<file path="src/rtl/lcd_refresh_ctrl.sv">
// Refresh sequencer and character-buffer write-port arbiter for the 2x16 LCD.
// Schedules converter frames, latches the display mode between frames and muxes buffer writes.
module lcd_refresh_ctrl #(
  parameter int unsigned REFRESH_DIV = 5000000,
  parameter int unsigned TIMEOUT     = 1024
) (
  input  logic       clk,
  input  logic       rst_n,
  input  logic       mode_btn,
  input  logic       hold,
  output logic       conv_update,
  output logic       conv_magphase,
  input  logic       conv_we,
  input  logic [4:0] conv_addr,
  input  logic [7:0] conv_dat,
  input  logic       msg_req,
  output logic       msg_gnt,
  input  logic       msg_we,
  input  logic [4:0] msg_addr,
  input  logic [7:0] msg_dat,
  output logic       buf_we,
  output logic [4:0] buf_addr,
  output logic [7:0] buf_dat,
  output logic       busy,
  output logic       frame_done,
  output logic       timeout_err
);

  localparam int unsigned CW = $clog2(REFRESH_DIV);
  localparam int unsigned WW = $clog2(TIMEOUT);
  localparam logic [CW-1:0] CNT_MAX = CW'(REFRESH_DIV - 1);
  localparam logic [WW-1:0] WD_MAX  = WW'(TIMEOUT - 1);

  typedef enum logic [1:0] {IDLE, START, CONV, MSG} state_t;

  state_t        state_q;
  logic [CW-1:0] cnt_q;
  logic [WW-1:0] wd_q;
  logic          tick_q;
  logic          toggle_q;
  logic          upd_q;
  logic          mp_q;
  logic          gnt_q;
  logic          we_q;
  logic [4:0]    addr_q;
  logic [7:0]    dat_q;
  logic          busy_q;
  logic          done_q;
  logic          terr_q;

  always_ff @(posedge clk or negedge rst_n) begin
    if (!rst_n) begin
      state_q  <= IDLE;
      cnt_q    <= '0;
      wd_q     <= '0;
      tick_q   <= 1'b0;
      toggle_q <= 1'b0;
      upd_q    <= 1'b0;
      mp_q     <= 1'b0;
      gnt_q    <= 1'b0;
      we_q     <= 1'b0;
      addr_q   <= '0;
      dat_q    <= '0;
      busy_q   <= 1'b0;
      done_q   <= 1'b0;
      terr_q   <= 1'b0;
    end else begin
      upd_q  <= 1'b0;
      we_q   <= 1'b0;
      done_q <= 1'b0;
      cnt_q  <= (cnt_q == CNT_MAX) ? '0 : cnt_q + 1'b1;

      case (state_q)
        IDLE: begin
          if (msg_req) begin
            gnt_q   <= 1'b1;
            state_q <= MSG;
          end else if (tick_q && !hold) begin
            // Strobe and new mode become visible together for the START cycle.
            upd_q   <= 1'b1;
            busy_q  <= 1'b1;
            tick_q  <= 1'b0;
            if (toggle_q) begin
              mp_q     <= ~mp_q;
              toggle_q <= 1'b0;
            end
            state_q <= START;
          end
        end
        START: begin
          wd_q    <= '0;
          state_q <= CONV;
        end
        CONV: begin
          wd_q <= wd_q + 1'b1;
          if (conv_we) begin
            we_q   <= 1'b1;
            addr_q <= conv_addr;
            dat_q  <= conv_dat;
          end
          if (conv_we && conv_addr == 5'd31) begin
            done_q  <= 1'b1;
            busy_q  <= 1'b0;
            state_q <= IDLE;
          end else if (wd_q == WD_MAX) begin
            terr_q  <= 1'b1;
            busy_q  <= 1'b0;
            state_q <= IDLE;
          end
        end
        MSG: begin
          if (msg_we) begin
            we_q   <= 1'b1;
            addr_q <= msg_addr;
            dat_q  <= msg_dat;
          end
          if (!msg_req) begin
            gnt_q   <= 1'b0;
            state_q <= IDLE;
          end
        end
        default: state_q <= IDLE;
      endcase

      // New events override the clears above so none is lost at a START edge.
      if (cnt_q == CNT_MAX) tick_q <= 1'b1;
      if (mode_btn) toggle_q <= 1'b1;
    end
  end

  assign conv_update   = upd_q;
  assign conv_magphase = mp_q;
  assign msg_gnt       = gnt_q;
  assign buf_we        = we_q;
  assign buf_addr      = addr_q;
  assign buf_dat       = dat_q;
  assign busy          = busy_q;
  assign frame_done    = done_q;
  assign timeout_err   = terr_q;

endmodule

</file>
<file path="config.mk">
export PLATFORM = sky130hd
export DESIGN_NAME = lcd_refresh_ctrl
export DESIGN_NICKNAME = d
export VERILOG_FILES = /design/src/rtl/lcd_refresh_ctrl.sv
export SDC_FILE = /design/constraint.sdc
export NUM_CORES = 1
export LEC_CHECK = 0
export ABC_AREA = 1
export CAP_MARGIN = 10
export CORE_MARGIN = 1
export CORE_UTILIZATION = 45
export CTS_CLUSTER_SIZE = 28
export DETAILED_ROUTE_END_ITERATION = 8
export MAX_ROUTING_LAYER = met4
export PLACE_DENSITY_LB_ADDON = 0.1
export SLEW_MARGIN = 20
export SYNTH_ARGS = -nofsm -noshare
export SYNTH_HDL_FRONTEND = slang
export SYNTH_SLANG_ARGS = --single-unit
</file>
<file path="constraint.sdc">
create_clock -name clk -period 3.2 [get_ports clk]
set_input_delay 0.96 -clock clk [delete_from_list [all_inputs] [get_ports clk]]
set_output_delay 0.96 -clock clk [all_outputs]
set_load 0.05 [all_outputs]
</file>
**After elaboration in Yosys (flattened, before gate mapping)**

Cells that the tools add are included.
W data, S select, Z words.

- Bitwise logic cells: 3
- Add/sub/neg operators: 2
- Reductions and logical operators: 20
- Mux-type cells: 35
- Equality and inequality tests: 16

Operator list:

| cell | number |
|---|---|
| $add A23 B1 Y23 const B | 1 |
| $eq A23 B23 Y1 const B | 1 |
| $mux W23 | 1 |
| $pmux W10 S2 | 1 |
| $mux W1 | 18 |
| $reduce_and A3 Y1 | 6 |
| $mux W8 | 2 |
| $pmux W8 S2 | 1 |
| $reduce_bool A2 Y1 | 8 |
| $ne A2 B2 Y1 const B | 7 |
| $add A10 B1 Y10 const B | 1 |
| $eq A10 B10 Y1 const B | 1 |
| $mux W2 | 5 |
| $mux W5 | 2 |
| $pmux W5 S2 | 1 |
| $pmux W2 S4 | 1 |
| $reduce_and A4 Y1 | 2 |
| $ne A3 B3 Y1 const B | 2 |
| $pmux W1 S2 | 3 |
| $eq A5 B5 Y1 const B | 1 |
| $eq A2 B2 Y1 const B | 2 |
| $not A1 Y1 | 3 |
| $eq A2 B1 Y1 const B | 1 |
| $logic_and A1 B1 Y1 | 2 |
| other kinds (3) | 3 |

- Input bits: 33
- Output and inout port bits: 20
- Bits in registers: 57

**Logic depth before layout (Yosys ltp)**

- Depth after elaboration: 6
- Depth in mapped cells: 10

**Least setup slack after synthesis**

OpenSTA, ideal clock, no wires.

- Kind: input port to flip-flop
- From: input port msg_we
- To: register addr_q[0] (netlist: buf_addr[0])
- Stages: 7
- Setup slack: 1561 ps
- Data arrival time: 1517 ps
- Data required time: 3077 ps
- Cells stage by stage: nand2_2 -> o21ai_2 -> o21a_1 -> buf_6 -> buf_8 -> nor2_1 -> a21oi_1

- Cells in the longest elaborated chain, start to end: 2

Ends and longest elaborated chain:

| element | line | RTL |
|---|---|---|
| start, declared | 18 | `input logic msg_we,` |
| $ne A2 B2 Y1 (no line) | n/a |  |
| $reduce_and A3 Y1 (no line) | n/a |  |
| end signal, assigned | 98 | `addr_q <= conv_addr;` |
| end signal, assigned | 114 | `addr_q <= msg_addr;` |
| end, declared | 45 | `logic [4:0] addr_q;` |

Every way passes these cells.
A chain may end at the register's enable or synchronous reset.

**Worst setup path in the final report**

- From: register dat_q[1] (netlist: buf_dat[1])
- To: output port buf_dat[1]

RTL lines:

| element | line | RTL |
|---|---|---|
| start, declared | 46 | `logic [7:0] dat_q;` |
| start signal, assigned | 99 | `dat_q <= conv_dat;` |
| start signal, assigned | 115 | `dat_q <= msg_dat;` |
| end, declared | 23 | `output logic [7:0] buf_dat,` |

No word-level cell between the ends.

==> impl_summary.md <==
Placement
The count of buffers added on input and output ports is 52. The count of placed standard cells including taps is 500. The placed wire-length estimate after detailed placement is 4630 µm.

After detailed placement, the total cell area comes to 3600 µm². The congestion estimate from routability-driven global placement came to 0.813.

Worst setup path
Traced cell by cell, the critical path runs through clkdlybuf4s50_1. On the critical path the largest part of the delay comes from buffers and inverters. The critical-path maximum fanout is 2.

The worst setup path is captured at a primary output. The worst setup path is launched from a register. At the worst endpoint, the required time is 2240 ps.

The arrival time at the worst endpoint is 1510 ps. The delay of the slowest cell on the worst path is 820 ps. For this design, the slowest cell found on the critical path is clkdlybuf4s50_1. The startpoint-to-endpoint class of the critical path is register to primary output.

Together, buffers and inverters on the worst path number 1.

Run
The count of maximum capacitance violations is 0.

Pwr
The internal power of the cells totals 1.70 mW. The logic gate share of total power is 40.8%. The clock network accounts for 25.5% of the total power. Sequential cells burn 33.6% of the power.

Net switching is 39.7% of the power. The worst-case IR drop observed on VDD is 0.469 mV. Dividing total power by cell area gives a power density of 739 nW/µm². The total leakage power is 1.75 nW. Summed over all nets, the switching power comes to 1.12 mW.

Final layout
Cells fill 59.3% of the core in the end. The count of non-filler cells in the finished layout is 516. The library cell used most frequently in the layout, excluding fill and tap cells, is nand2_1. The number of antenna diodes in the final layout is 0. The fill cell instance count of the final layout is 594. After routing the design area is 3810 µm². Leaving out fill and tap cells, the most frequent cells in the layout are nand2_1, nor2_1, dfrtp_1.

In the final design database the tool counted 473 nets. From synthesis to final layout, the design area changed by 26.0%. Of the cells placed in the final design, the portion with a size suffix greater than 1 is 7.29%.

Die
The die covers 7050 µm². The region available for standard cell placement spans 6420 µm². The vertical extent of the die is 84.0 µm. For this configuration, the core starts out at a cell density of 47.1%. The floorplan has 29 rows.

The die is 84.0 µm wide. During I/O placement, the number of pins put on the boundary was 53.

Global routing
The maximum number of pins on one net before global-route repair is 25. The initial antenna violation count came to 0. The busiest layer in global routing is met2. The global-route met2 utilization is 29.3%. Global routing finished with a remaining overflow of 0. The via count of the first global-routing pass is 2454. Across every metal layer, demand over resource in global routing totals 20.3%. The first global-routing pass estimated 10900 µm of wire. The met1 demand-to-capacity share in global routing is 27.0%.

For this run, global-route usage on met3 was measured as 5.64%.

Clock network
The deepest level of the CTS H-tree is 3. The number of buffers inserted by post-CTS setup repair is 0. The TritonCTS clock tree is built. The CTS root buffer is clkbuf_8. After clock tree synthesis, the repair step resized 0 gates.

The deepest clock path buffer count is 2. The total number of clock tree sinks is 57. The clock latency on the worst-skew pair is 330 ps. The number of hold buffers added after cts is 0. Clock-pin slew was measured on the worst setup and hold paths at 70 ps. The number of buffers inserted during clock tree synthesis is 9.

Detailed routing
Wires add up to 6140 µm. The first routing iteration left 132 violations. Dividing the detail-routed wire length by the instance count gives 11.9 µm.

In this run the remaining antenna-violating nets after routing total 0. The routed layout has 2512 vias. The final routed DRC violation total is 0.

The first-pass detailed-route iteration total is 4. The post-detailed-route via-to-cell ratio is 4.87.

Synth
The biggest area contributor in the post-synthesis netlist is dfrtp_1. After synthesis the cells add up to 3020 µm². The number of synthesized register bits is 57.

The share of the yosys chip area belonging to registers is 47.2%. In this run the mean area of a mapped cell was 8.08 µm². The synthesized netlist net count is 413.

The instance count of the mapped netlist is 374. Sorting the synthesized cells by area gives the leading types as dfrtp_1, nand2_1, nor2_1, inv_1, mux2i_1. The total of warnings raised by yosys is 0. Of the post-synthesis cell area, the dominant cell type holds 47.2%. The distinct cell type count after synthesis is 30.

Timing
The maximum clock rate is 0.404 GHz. Setup repair after global routing left no endpoint under its margin. Setup violations remaining at the end of the flow were counted as 0. The count of final hold-check violations is 0. For the pin with the worst max-slew slack, the measured transition is 539 ps. The max-slew violation count was 0. The post-route fraction of the period consumed by the critical path is 77.3%.

The final-layout setup total negative slack is 0 ps. The relative slew slack is 64.1%. The worst setup skew after layout is 7.98 ps. The routed design could run at a clock period as short as 2470 ps.

Hold path
In this run the worst hold path is classified as register to register.

Outcome
The run finished with clean final reports.
==> cell families (layout without fill, tap and decap cells) <==
logic type	after synthesis	count (layout)	synth area share, %
and+or+nand+nor	194	194	27.8
DFF	57	57	47.2
buffers and inverters	56	121	8.28
AOI/OAI and AO/OA	37	37	6.75
muxes	13	13	4.30
xor gates and xnor gates	11	11	3.19
adders and majority gates	6	6	2.48
==> Yosys cell counts (all sizes together) <==
cell type,number
nand3,23
o21bai,3
ha,6
xnor2,1
o22ai,1
nand4,7
o21a,1
nor3b,1
inv,49
nor3,11
dfrtp,57
nand2,78
nor2,72
buf,7
xor2,10
mux2i,13
a2bb2oi,1
o21ai,8
and3,1
a21oi,23
nand3b,1
==> stage by stage <==
stage	setup slack, ps	hold slack (ps)	total power, mW
2_1_floorplan	1560	462	1.80
3_3_place_gp	951	455	2.10
3_5_place_dp	913	461	2.11
4_1_cts	705	473	2.85
5_1_grt	674	513	2.98
6_report	726	466	2.82
==> path summary, 6_finish.rpt <==
| check | end | cells past startpoint | slack (ps) | from |
|---|---|---|---|---|
| worst min register to register | conv_magphase$_DFFE_PN0P_ | 1 | 470 | conv_magphase$_DFFE_PN0P_ |
| worst max register to register | buf_dat[6]$_DFFE_PN0P_ | 8 | 1350 | state_q[0]$_DFFE_PN0P_ |
| max in group asynchronous | state_q[0]$_DFFE_PN0P_ | 2 | 1950 | rst_n |
| worst max-delay path | buf_dat[1] | 1 | 730 | buf_dat[1]$_DFFE_PN0P_ |
| worst min-delay path | conv_magphase$_DFFE_PN0P_ | 1 | 470 | conv_magphase$_DFFE_PN0P_ |
| min in group asynchronous | cnt_q[10]$_DFF_PN0_ | 1 | 610 | rst_n |
==> flip-flops by register name, summed over array words and instances (netlist names) <==
signal and cells:
conv_magphase 1, state_q 2, conv_update 1, cnt_q 23
frame_done 1, msg_gnt 1, toggle_q 1, tick_q 1
buf_dat 8, timeout_err 1, buf_we 1, busy 1
buf_addr 5, wd_q 10
==> per-layer routing <==
layer / wire length, µm / vias up / share of wire (%)
met2: 2710 / 65 / 44
met5: 0 / - / 0
met1: 3050 / 1137 / 50
met3: 346 / 5 / 5.6
met4: 31 / 0 / 0.51
li1: - / 1305 / -
==> cell type report <==
type	instances	area [µm²]	share of cell area (%)
inverters	49	184	4.83
clock buffers	11	131	3.45
clock inverters	5	80.1	2.10
flip-flops and latches	57	1430	37.4
multi-input cells	261	1350	35.3
repair buffers	56	546	14.3
well taps	77	96.3	2.53
==> power groups by stage <==
stage	Sequential (mW)	Clock (mW)	Combinational [mW]
final	0.947	0.719	1.15
after global routing	0.963	0.772	1.25
after CTS	0.947	0.747	1.16
after detailed placement	0.954	0	1.16
after global placement	0.954	0	1.14
after floorplan	1.30	0	0.495
Note: power is estimated with default switching activity, not from simulation.
